[src/rtl/mb_uart_console.sv]
`default_nettype none
// ============================================================================
// Module      : mb_uart_console
// Description : 8N1 UART console. Sends an "OK\r\n" banner after reset, then
//               echoes every correctly received byte through a one-entry
//               holding register. The last good byte is shown on LEDs.
// Revision    : 1.0 - initial release
// ============================================================================
module mb_uart_console #(
    parameter int CLKS_PER_BIT = 16,
    parameter int LED_WIDTH    = 8
) (
    input  logic                 clock,
    input  logic                 reset,
    input  logic                 uart_rxd,
    output logic                 uart_txd,
    output logic [LED_WIDTH-1:0] led_tri_o,
    output logic [7:0]           rx_data,
    output logic                 rx_valid,
    output logic                 frame_err,
    output logic                 overrun,
    output logic                 tx_busy
);

    localparam int              c_cnt_w      = (CLKS_PER_BIT > 2) ? $clog2(CLKS_PER_BIT) : 1;
    localparam logic [c_cnt_w-1:0] c_cnt_last = c_cnt_w'(CLKS_PER_BIT - 1);
    localparam logic [c_cnt_w-1:0] c_cnt_half = c_cnt_w'(CLKS_PER_BIT / 2 - 1);
    localparam logic [2:0]      c_banner_len = 3'd4;

    typedef enum logic [1:0] {
        ST_IDLE  = 2'd0,
        ST_START = 2'd1,
        ST_DATA  = 2'd2,
        ST_STOP  = 2'd3
    } uart_state_t;

    // Banner character lookup: "OK\r\n"
    function automatic logic [7:0] f_banner(input logic [2:0] idx);
        case (idx)
            3'd0:    f_banner = 8'h4F;
            3'd1:    f_banner = 8'h4B;
            3'd2:    f_banner = 8'h0D;
            3'd3:    f_banner = 8'h0A;
            default: f_banner = 8'h00;
        endcase
    endfunction

    // ---------------- receive side ----------------
    logic                r_rxd_meta, r_rxd_sync, r_rxd_prev;
    uart_state_t         r_rx_state, w_rx_state_nxt;
    logic [c_cnt_w-1:0]  r_rx_cnt, w_rx_cnt_nxt;
    logic [2:0]          r_rx_bit, w_rx_bit_nxt;
    logic [7:0]          r_rx_shift, w_rx_shift_nxt;
    logic [7:0]          r_rx_data;
    logic                r_rx_valid, r_frame_err;
    logic                w_rx_good, w_rx_bad;

    // ---------------- transmit side ----------------
    uart_state_t         r_tx_state, w_tx_state_nxt;
    logic [c_cnt_w-1:0]  r_tx_cnt, w_tx_cnt_nxt;
    logic [2:0]          r_tx_bit, w_tx_bit_nxt;
    logic [7:0]          r_tx_shift, w_tx_shift_nxt;
    logic [2:0]          r_ban_idx;
    logic                r_hold_full;
    logic [7:0]          r_hold_data;
    logic                r_overrun;
    logic                w_ban_active, w_tx_avail, w_tx_load, w_hold_pop;
    logic [7:0]          w_tx_src;

    // Two-flop synchronizer plus a delayed copy for falling-edge detection
    always_ff @(posedge clock) begin
        if (!reset) begin
            r_rxd_meta <= 1'b1;
            r_rxd_sync <= 1'b1;
            r_rxd_prev <= 1'b1;
        end else begin
            r_rxd_meta <= uart_rxd;
            r_rxd_sync <= r_rxd_meta;
            r_rxd_prev <= r_rxd_sync;
        end
    end

    // RX next-state: sample mid-bit, glitch filter at half a start bit
    always_comb begin
        w_rx_state_nxt = r_rx_state;
        w_rx_cnt_nxt   = r_rx_cnt + c_cnt_w'(1);
        w_rx_bit_nxt   = r_rx_bit;
        w_rx_shift_nxt = r_rx_shift;
        w_rx_good      = 1'b0;
        w_rx_bad       = 1'b0;
        case (r_rx_state)
            ST_IDLE: begin
                w_rx_cnt_nxt = '0;
                if (r_rxd_prev && !r_rxd_sync) begin
                    w_rx_state_nxt = ST_START;
                end
            end
            ST_START: begin
                if (r_rx_cnt == c_cnt_half) begin
                    w_rx_cnt_nxt   = '0;
                    w_rx_bit_nxt   = 3'd0;
                    w_rx_state_nxt = r_rxd_sync ? ST_IDLE : ST_DATA;
                end
            end
            ST_DATA: begin
                if (r_rx_cnt == c_cnt_last) begin
                    w_rx_cnt_nxt   = '0;
                    w_rx_shift_nxt = {r_rxd_sync, r_rx_shift[7:1]};
                    w_rx_bit_nxt   = r_rx_bit + 3'd1;
                    if (r_rx_bit == 3'd7) begin
                        w_rx_state_nxt = ST_STOP;
                    end
                end
            end
            ST_STOP: begin
                if (r_rx_cnt == c_cnt_last) begin
                    w_rx_state_nxt = ST_IDLE;
                    w_rx_good      = r_rxd_sync;
                    w_rx_bad       = !r_rxd_sync;
                end
            end
            default: w_rx_state_nxt = ST_IDLE;
        endcase
    end

    // RX state register and received-byte outputs
    always_ff @(posedge clock) begin
        if (!reset) begin
            r_rx_state  <= ST_IDLE;
            r_rx_cnt    <= '0;
            r_rx_bit    <= 3'd0;
            r_rx_shift  <= 8'h00;
            r_rx_data   <= 8'h00;
            r_rx_valid  <= 1'b0;
            r_frame_err <= 1'b0;
        end else begin
            r_rx_state  <= w_rx_state_nxt;
            r_rx_cnt    <= w_rx_cnt_nxt;
            r_rx_bit    <= w_rx_bit_nxt;
            r_rx_shift  <= w_rx_shift_nxt;
            r_rx_valid  <= w_rx_good;
            r_frame_err <= w_rx_bad;
            if (w_rx_good) begin
                r_rx_data <= r_rx_shift;
            end
        end
    end

    // TX next-state: banner has priority over the echo holding register;
    // a new byte is loaded straight from the end of STOP to keep frames back-to-back
    always_comb begin
        w_ban_active   = (r_ban_idx != c_banner_len);
        w_tx_avail     = w_ban_active || r_hold_full;
        w_tx_src       = w_ban_active ? f_banner(r_ban_idx) : r_hold_data;
        w_tx_load      = 1'b0;
        w_tx_state_nxt = r_tx_state;
        w_tx_cnt_nxt   = r_tx_cnt + c_cnt_w'(1);
        w_tx_bit_nxt   = r_tx_bit;
        w_tx_shift_nxt = r_tx_shift;
        case (r_tx_state)
            ST_IDLE: begin
                w_tx_cnt_nxt = '0;
                w_tx_load    = w_tx_avail;
            end
            ST_START: begin
                if (r_tx_cnt == c_cnt_last) begin
                    w_tx_cnt_nxt   = '0;
                    w_tx_bit_nxt   = 3'd0;
                    w_tx_state_nxt = ST_DATA;
                end
            end
            ST_DATA: begin
                if (r_tx_cnt == c_cnt_last) begin
                    w_tx_cnt_nxt   = '0;
                    w_tx_shift_nxt = {1'b0, r_tx_shift[7:1]};
                    w_tx_bit_nxt   = r_tx_bit + 3'd1;
                    if (r_tx_bit == 3'd7) begin
                        w_tx_state_nxt = ST_STOP;
                    end
                end
            end
            ST_STOP: begin
                if (r_tx_cnt == c_cnt_last) begin
                    w_tx_cnt_nxt   = '0;
                    w_tx_state_nxt = ST_IDLE;
                    w_tx_load      = w_tx_avail;
                end
            end
            default: w_tx_state_nxt = ST_IDLE;
        endcase
        if (w_tx_load) begin
            w_tx_state_nxt = ST_START;
            w_tx_cnt_nxt   = '0;
            w_tx_shift_nxt = w_tx_src;
        end
        w_hold_pop = w_tx_load && !w_ban_active;
    end

    // TX state register
    always_ff @(posedge clock) begin
        if (!reset) begin
            r_tx_state <= ST_IDLE;
            r_tx_cnt   <= '0;
            r_tx_bit   <= 3'd0;
            r_tx_shift <= 8'h00;
        end else begin
            r_tx_state <= w_tx_state_nxt;
            r_tx_cnt   <= w_tx_cnt_nxt;
            r_tx_bit   <= w_tx_bit_nxt;
            r_tx_shift <= w_tx_shift_nxt;
        end
    end

    // Banner index, echo holding register and sticky overrun; a byte arriving
    // as the held byte leaves for TX is accepted
    always_ff @(posedge clock) begin
        if (!reset) begin
            r_ban_idx   <= 3'd0;
            r_hold_full <= 1'b0;
            r_hold_data <= 8'h00;
            r_overrun   <= 1'b0;
        end else begin
            if (w_tx_load && w_ban_active) begin
                r_ban_idx <= r_ban_idx + 3'd1;
            end
            if (w_rx_good) begin
                if (r_hold_full && !w_hold_pop) begin
                    r_overrun <= 1'b1;
                end else begin
                    r_hold_full <= 1'b1;
                    r_hold_data <= r_rx_shift;
                end
            end else if (w_hold_pop) begin
                r_hold_full <= 1'b0;
            end
        end
    end

    assign uart_txd  = (r_tx_state == ST_START) ? 1'b0 :
                       (r_tx_state == ST_DATA)  ? r_tx_shift[0] : 1'b1;
    assign tx_busy   = (r_tx_state != ST_IDLE);
    assign rx_data   = r_rx_data;
    assign rx_valid  = r_rx_valid;
    assign frame_err = r_frame_err;
    assign overrun   = r_overrun;

    generate
        if (LED_WIDTH > 8) begin : g_led_ext
            assign led_tri_o = {{(LED_WIDTH-8){1'b0}}, r_rx_data};
        end else begin : g_led_trunc
            assign led_tri_o = r_rx_data[LED_WIDTH-1:0];
        end
    endgenerate

endmodule
`default_nettype wire

[config.mk]
export PLATFORM = sky130hd
export DESIGN_NAME = mb_uart_console
export DESIGN_NICKNAME = d
export VERILOG_FILES = /design/src/rtl/mb_uart_console.sv
export SDC_FILE = /design/constraint.sdc
export NUM_CORES = 1
export LEC_CHECK = 0
export CAP_MARGIN = 10
export CORE_MARGIN = 2
export CORE_UTILIZATION = 55
export CTS_BUF_LIST = sky130_fd_sc_hd__clkbuf_4
export CTS_CLUSTER_DIAMETER = 60
export DETAILED_ROUTE_END_ITERATION = 7
export PLACE_DENSITY = 0.8
export SLEW_MARGIN = 10
export SYNTH_ARGS = -nofsm -noshare
export SYNTH_HDL_FRONTEND = slang
export SYNTH_SLANG_ARGS = --single-unit
[constraint.sdc]
create_clock -name clock -period 4.25 [get_ports clock]
set_input_delay 0.425 -clock clock [delete_from_list [all_inputs] [get_ports clock]]
set_output_delay 0.425 -clock clock [all_outputs]
set_load 0.02 [all_outputs]
# Yosys cells after proc, flatten, opt, wreduce, memory -nomap -nowiden
# Index checks and enable logic that the tools add are counted.
dict set report op_classes {
  mux 38
  n_bitwise 2
  addsub 5
  n_reduce_logical 32
  eq_ne 29
}
# cell n
set op_table {}
lappend op_table {{$mux 8} 4}
lappend op_table {{$pmux 7 s4} 1}
lappend op_table {{$mux 2} 10}
lappend op_table {{$ne 2x2->1 const B} 10}
lappend op_table {{$ne 3x3->1 const B} 5}
lappend op_table {{$reduce_and 5->1} 3}
lappend op_table {{$mux 3} 4}
lappend op_table {{$mux 4} 3}
lappend op_table {{$pmux 3 s2} 2}
lappend op_table {{$pmux 4 s3} 1}
lappend op_table {{$reduce_bool 2->1} 6}
lappend op_table {{$reduce_and 2->1} 5}
lappend op_table {{$add 3x1->3 const B} 3}
lappend op_table {{$mux 1} 9}
lappend op_table {{$reduce_and 3->1} 3}
lappend op_table {{$add 4x1->4 const B} 2}
lappend op_table {{$eq 2x2->1 const B} 4}
lappend op_table {{$eq 4x4->1 const B} 2}
lappend op_table {{$pmux 2 s4} 1}
lappend op_table {{$pmux 4 s2} 1}
lappend op_table {{$eq 3x2->1 const B} 2}
lappend op_table {{$eq 3x3->1 const B} 2}
lappend op_table {{$pmux 2 s3} 1}
lappend op_table {{$eq 2x1->1 const B} 2}
lappend op_table {{other kinds (13)} 20}
dict set report totals {
  wordCells 125
  inputBits 3
  output_inout_bits 21
  register_bits 60
}

# Depth between registers and ports, before layout
dict set report depth {
  word_depth 9
  ltp_mapped 8
  mapped_depth_nobuf 6
}

# Worst setup path before layout
# OpenSTA, ideal clock, no wires.
dict set report synth_path {
  path_kind {reg2reg}
  startpoint {reg r_tx_state[1]}
  endpoint {reg r_tx_shift[3]}
  slack_ps 2520
  period_less_slack_ps 1730
  t_arrival_ps 1615
  setup_time_ps 116
  required_time_ps 4134
  stages_incl_launch_ff 7
  n_path_buf 1
  cell_sequence {dfxtp_1 ha_1 a41oi_2 a311o_1 buf_2 a211o_1 and3_1}
}
dict set report synth_via {
  elab_chain_len 4
  elab_cells_between_ends 8
  classes_between {eq/ne (2); mux (2); reduce/logical (4)}
}
# element line_no
set synth_lines {}
lappend synth_lines {{start: declaration} 59} ;# uart_state_t r_tx_state, w_tx_state_nxt;
lappend synth_lines {{start signal: assignment} 207} ;# r_tx_state <= w_tx_state_nxt;
lappend synth_lines {{$eq 2x2->1 or $logic_not 2->1 (tied branches)} 160} ;# case (r_tx_state)
lappend synth_lines {{$pmux 1 s2} 160}
lappend synth_lines {{$reduce_bool 2->1 (no source line)} -}
lappend synth_lines {{$reduce_and 2->1 (no source line)} -}
lappend synth_lines {{end signal: assignment} 210} ;# r_tx_shift <= w_tx_shift_nxt;
lappend synth_lines {{end: declaration} 62} ;# logic [7:0] r_tx_shift, w_tx_shift_nxt;
# Several ways; a longest one is shown, not always the timed one.
# A chain may end at the register's enable or synchronous reset.

# Worst setup path after layout
dict set report layout_path {
  startpoint {reg r_tx_state[0]}
  endpoint {out uart_txd}
}
dict set report layout_via {
  elab_chain_len 3
  elab_cells_between_ends 4
  classes_between {eq/ne (2); mux (2)}
}
# element line_no
set layout_lines {}
lappend layout_lines {{$eq 2x2->1} 240} ;# (r_tx_state == ST_DATA) ? r_tx_shift[0] : 1'b1;
lappend layout_lines {{$mux 1} 240}
lappend layout_lines {{$mux 1 (*)} 239} ;# assign uart_txd = (r_tx_state == ST_START) ? 1'b0 :
lappend layout_lines {{end: declaration} 16} ;# output logic uart_txd,
# Mark *: on every way between the ends. The rest lies on a longest branch, timed or not.

==> impl_metrics.tcl <==
set metrics [dict create \
    worst_pin_slew_ns 0.9106 \
    synth_area_mm2 0.002679 \
    seq_area_mm2 0.001201 \
    wl_per_cell_um 12.30 \
    placed_cells 377 \
    hold_path_class "reg -> reg" \
    die_x_um 73.79 \
    outcome "complete, no violations" \
    drcViolationCount 0 \
    cts_tree "built" \
    vias 2085 \
    grt_max_degree 36 \
    peakVddDrop_v 0.0002332 \
    grt_overflow 0 \
    clk_pin_slew_ns 0.09 \
    drt_wl_total_mm 4.820 \
    max_freq_ghz 0.4242 \
    rsz0062_at_grt "false" \
    nNetsFinal 338 \
    syn-num-nets 326 \
    gr-usage-all-layers_pct 20.34 \
    fin_setup_tns_ns 0 \
    syn_to_final_growth_pct 12.24 \
    mostFrequentLayoutCell "dfxtp_1" \
    final_cell_mix "dfxtp_1, nand2_1, nor2_1, clkdlybuf4s50_1, a21oi_1" \
    crit_type "reg -> out" \
    power.leakage_nw 1.059 \
    yosysWarnings 0 \
    clkSinkCount 60 \
    setup_violations 0 \
    rows 25 \
    setup.worst_path.end_class "output port" \
    grt_pass1_vias 1982 \
    die_h_um 73.79 \
    synthDistinctLibCells 41 \
    h-tree-depth 3 \
    min_period_ns 2.358 \
    synth_top_area_share_pct 44.84 \
    dp.final_hpwl_mm 3.281 \
    postCtsResizedCells 0 \
    postCtsSetupBuffers 0 \
    place_congestion 0.8129 \
    die-area_mm2 0.005445 \
    dr.first_iter.drc_count 103 \
    crit_arrival_ns 1.93 \
    port_buffers 23 \
    layout.cells.non_filler 392 \
    syn_area_per_cell_um2 8.669 \
    critPathLaunchType "flop" \
    ios 24 \
    fillers 421 \
    antenna_cells 0 \
    synth_area_leaders "dfxtp_1, nand2_1, mux2i_1, ha_1, nor2_1" \
    skew_ns 0.01220 \
    ys_ff_latch 60 \
    whs_ns 0.4229 \
    core-area_mm2 0.004723 \
    antenna_found_initial 0 \
    cp_max_fo 7 \
    synth_cells 309 \
    crit_required_ns 3.83 \
    power_density_mw_per_mm2 489.3 \
    fin_crit_sh_pct 55.47 \
    yosysTopAreaCell "dfxtp_1" \
    maxSlewHeadroom_pct 38.92 \
    root_buffer "clkbuf_4" \
    synth-seq-area-share_pct 44.84 \
    worstSkewPairLatency_ns 0.40 \
    dr.pass1.iters 4 \
    routed_via_density 5.319 \
    grt_pass1_wl_mm 8.556 \
    multi_input_area_mm2 0.001306 \
    drv_slew 0 \
    clockBufferDepth 2 \
    start_util_pct 56.72 \
    drtAntennaViolNets 0 \
    drive_gt1_share_pct 6.462 \
    ctsHoldBuffers 0 \
    final_hold_viol_count 0 \
    cap_violations 0 \
    cts_made_buffers 9 \
]
[through the flow]
stage / instance area (um2) / setup WS, ns / power (mW) / util (%)
global route: 3007 / 1.712 / 1.579 / 63.66
detailed placement: 2878 / 1.594 / 1.098 / 60.93
finish: 3007 / 1.892 / 1.471 / 63.66
floorplan: 2679 / 2.520 / 1.009 / -
global placement: 2878 / 1.564 / 1.088 / 60.93
CTS: 3007 / 1.855 / 1.481 / 63.66
[power by group]
group / switching [mW] / leakage, nW / internal, mW / total, mW
clock: 0.201 / 0.0760 / 0.181 / 0.382
sequential: 0.0388 / 0.487 / 0.617 / 0.655
combinational: 0.263 / 0.496 / 0.171 / 0.434
total: 0.503 / 1.06 / 0.968 / 1.47
[synth_stat cells (all sizes together)]
cell type	n
dfxtp	60
nand2	50
nor2	36
a21oi	20
mux2i	18
ha	14
buf	13
inv	12
nand3	11
clkbuf	10
o21ai	9
a311oi	8
nand2b	6
nor3	4
nor3b	3
o31ai	3
xnor2	3
a211o	2
a22oi	2
a31oi	2
and2	2
and3	2
nand4b	2
o21a	2
xor2	2
a211oi	1
a221oi	1
a311o	1
a41oi	1
clkinv	1
nand3b	1
nand4	1
o221a	1
o311ai	1
o41ai	1
or2	1
or3	1
or3b	1
[area by class of cell]
cell class / count / area share [%]
timing repair buffer: 24 / 7.907
clock buffer: 10 / 2.497
tap: 67 / 2.788
multi-input combinational: 213 / 43.45
sequential: 60 / 39.95
clock inverter: 5 / 1.789
inverter: 13 / 1.623
[worst max-delay path, cell delays in order, from the launching register on]
cell	delay, ns
dfxtp_1	0.37
inv_1	0.09
ha_1	0.29
a21oi_1	0.18
clkdlybuf4s50_1	0.62
[path summary, 6_finish.rpt]
check	startpoint	endpoint	slack [ns]	cells past startpoint
hold reg to reg	r_rxd_meta	r_rxd_sync	0.42	1
setup / recovery	r_tx_state[0]	uart_txd	1.89	4
setup reg to reg	r_ban_idx[1]	r_hold_data[3]	2.12	6
hold / removal	r_rxd_meta	r_rxd_sync	0.42	1
[cell families (layout without fill, tap and decap cells)]
family	Yosys count	in the layout	synth area share, %
xor+xnor	5	5	1.635
fa+ha+maj	14	14	6.539
compound gates	55	55	13.78
simple gates	121	121	20.08
flops	60	60	44.84
mux	18	18	6.726
buf+inv	36	52	6.399
[routing by layer]
metal  wire length [um]  global-route usage, %  share of wire, %
met5                  0                      0                 0
met4                 66                  6.667               1.4
met3                204                  7.407               4.2
met2               2197                  33.43                46
met1               2351                  24.62                49
[flip-flops by register name, summed over array words and instances, names as in the netlist, 2 cells and up, named ones only]
signal and flops:
led_tri_o 8, r_ban_idx 3, r_tx_shift 8, r_tx_bit 3
r_hold_data 8, r_rx_shift 8, r_tx_state 2, r_rx_cnt 4
r_rx_bit 3, r_tx_cnt 4
Power figures use the tool's default switching activity.
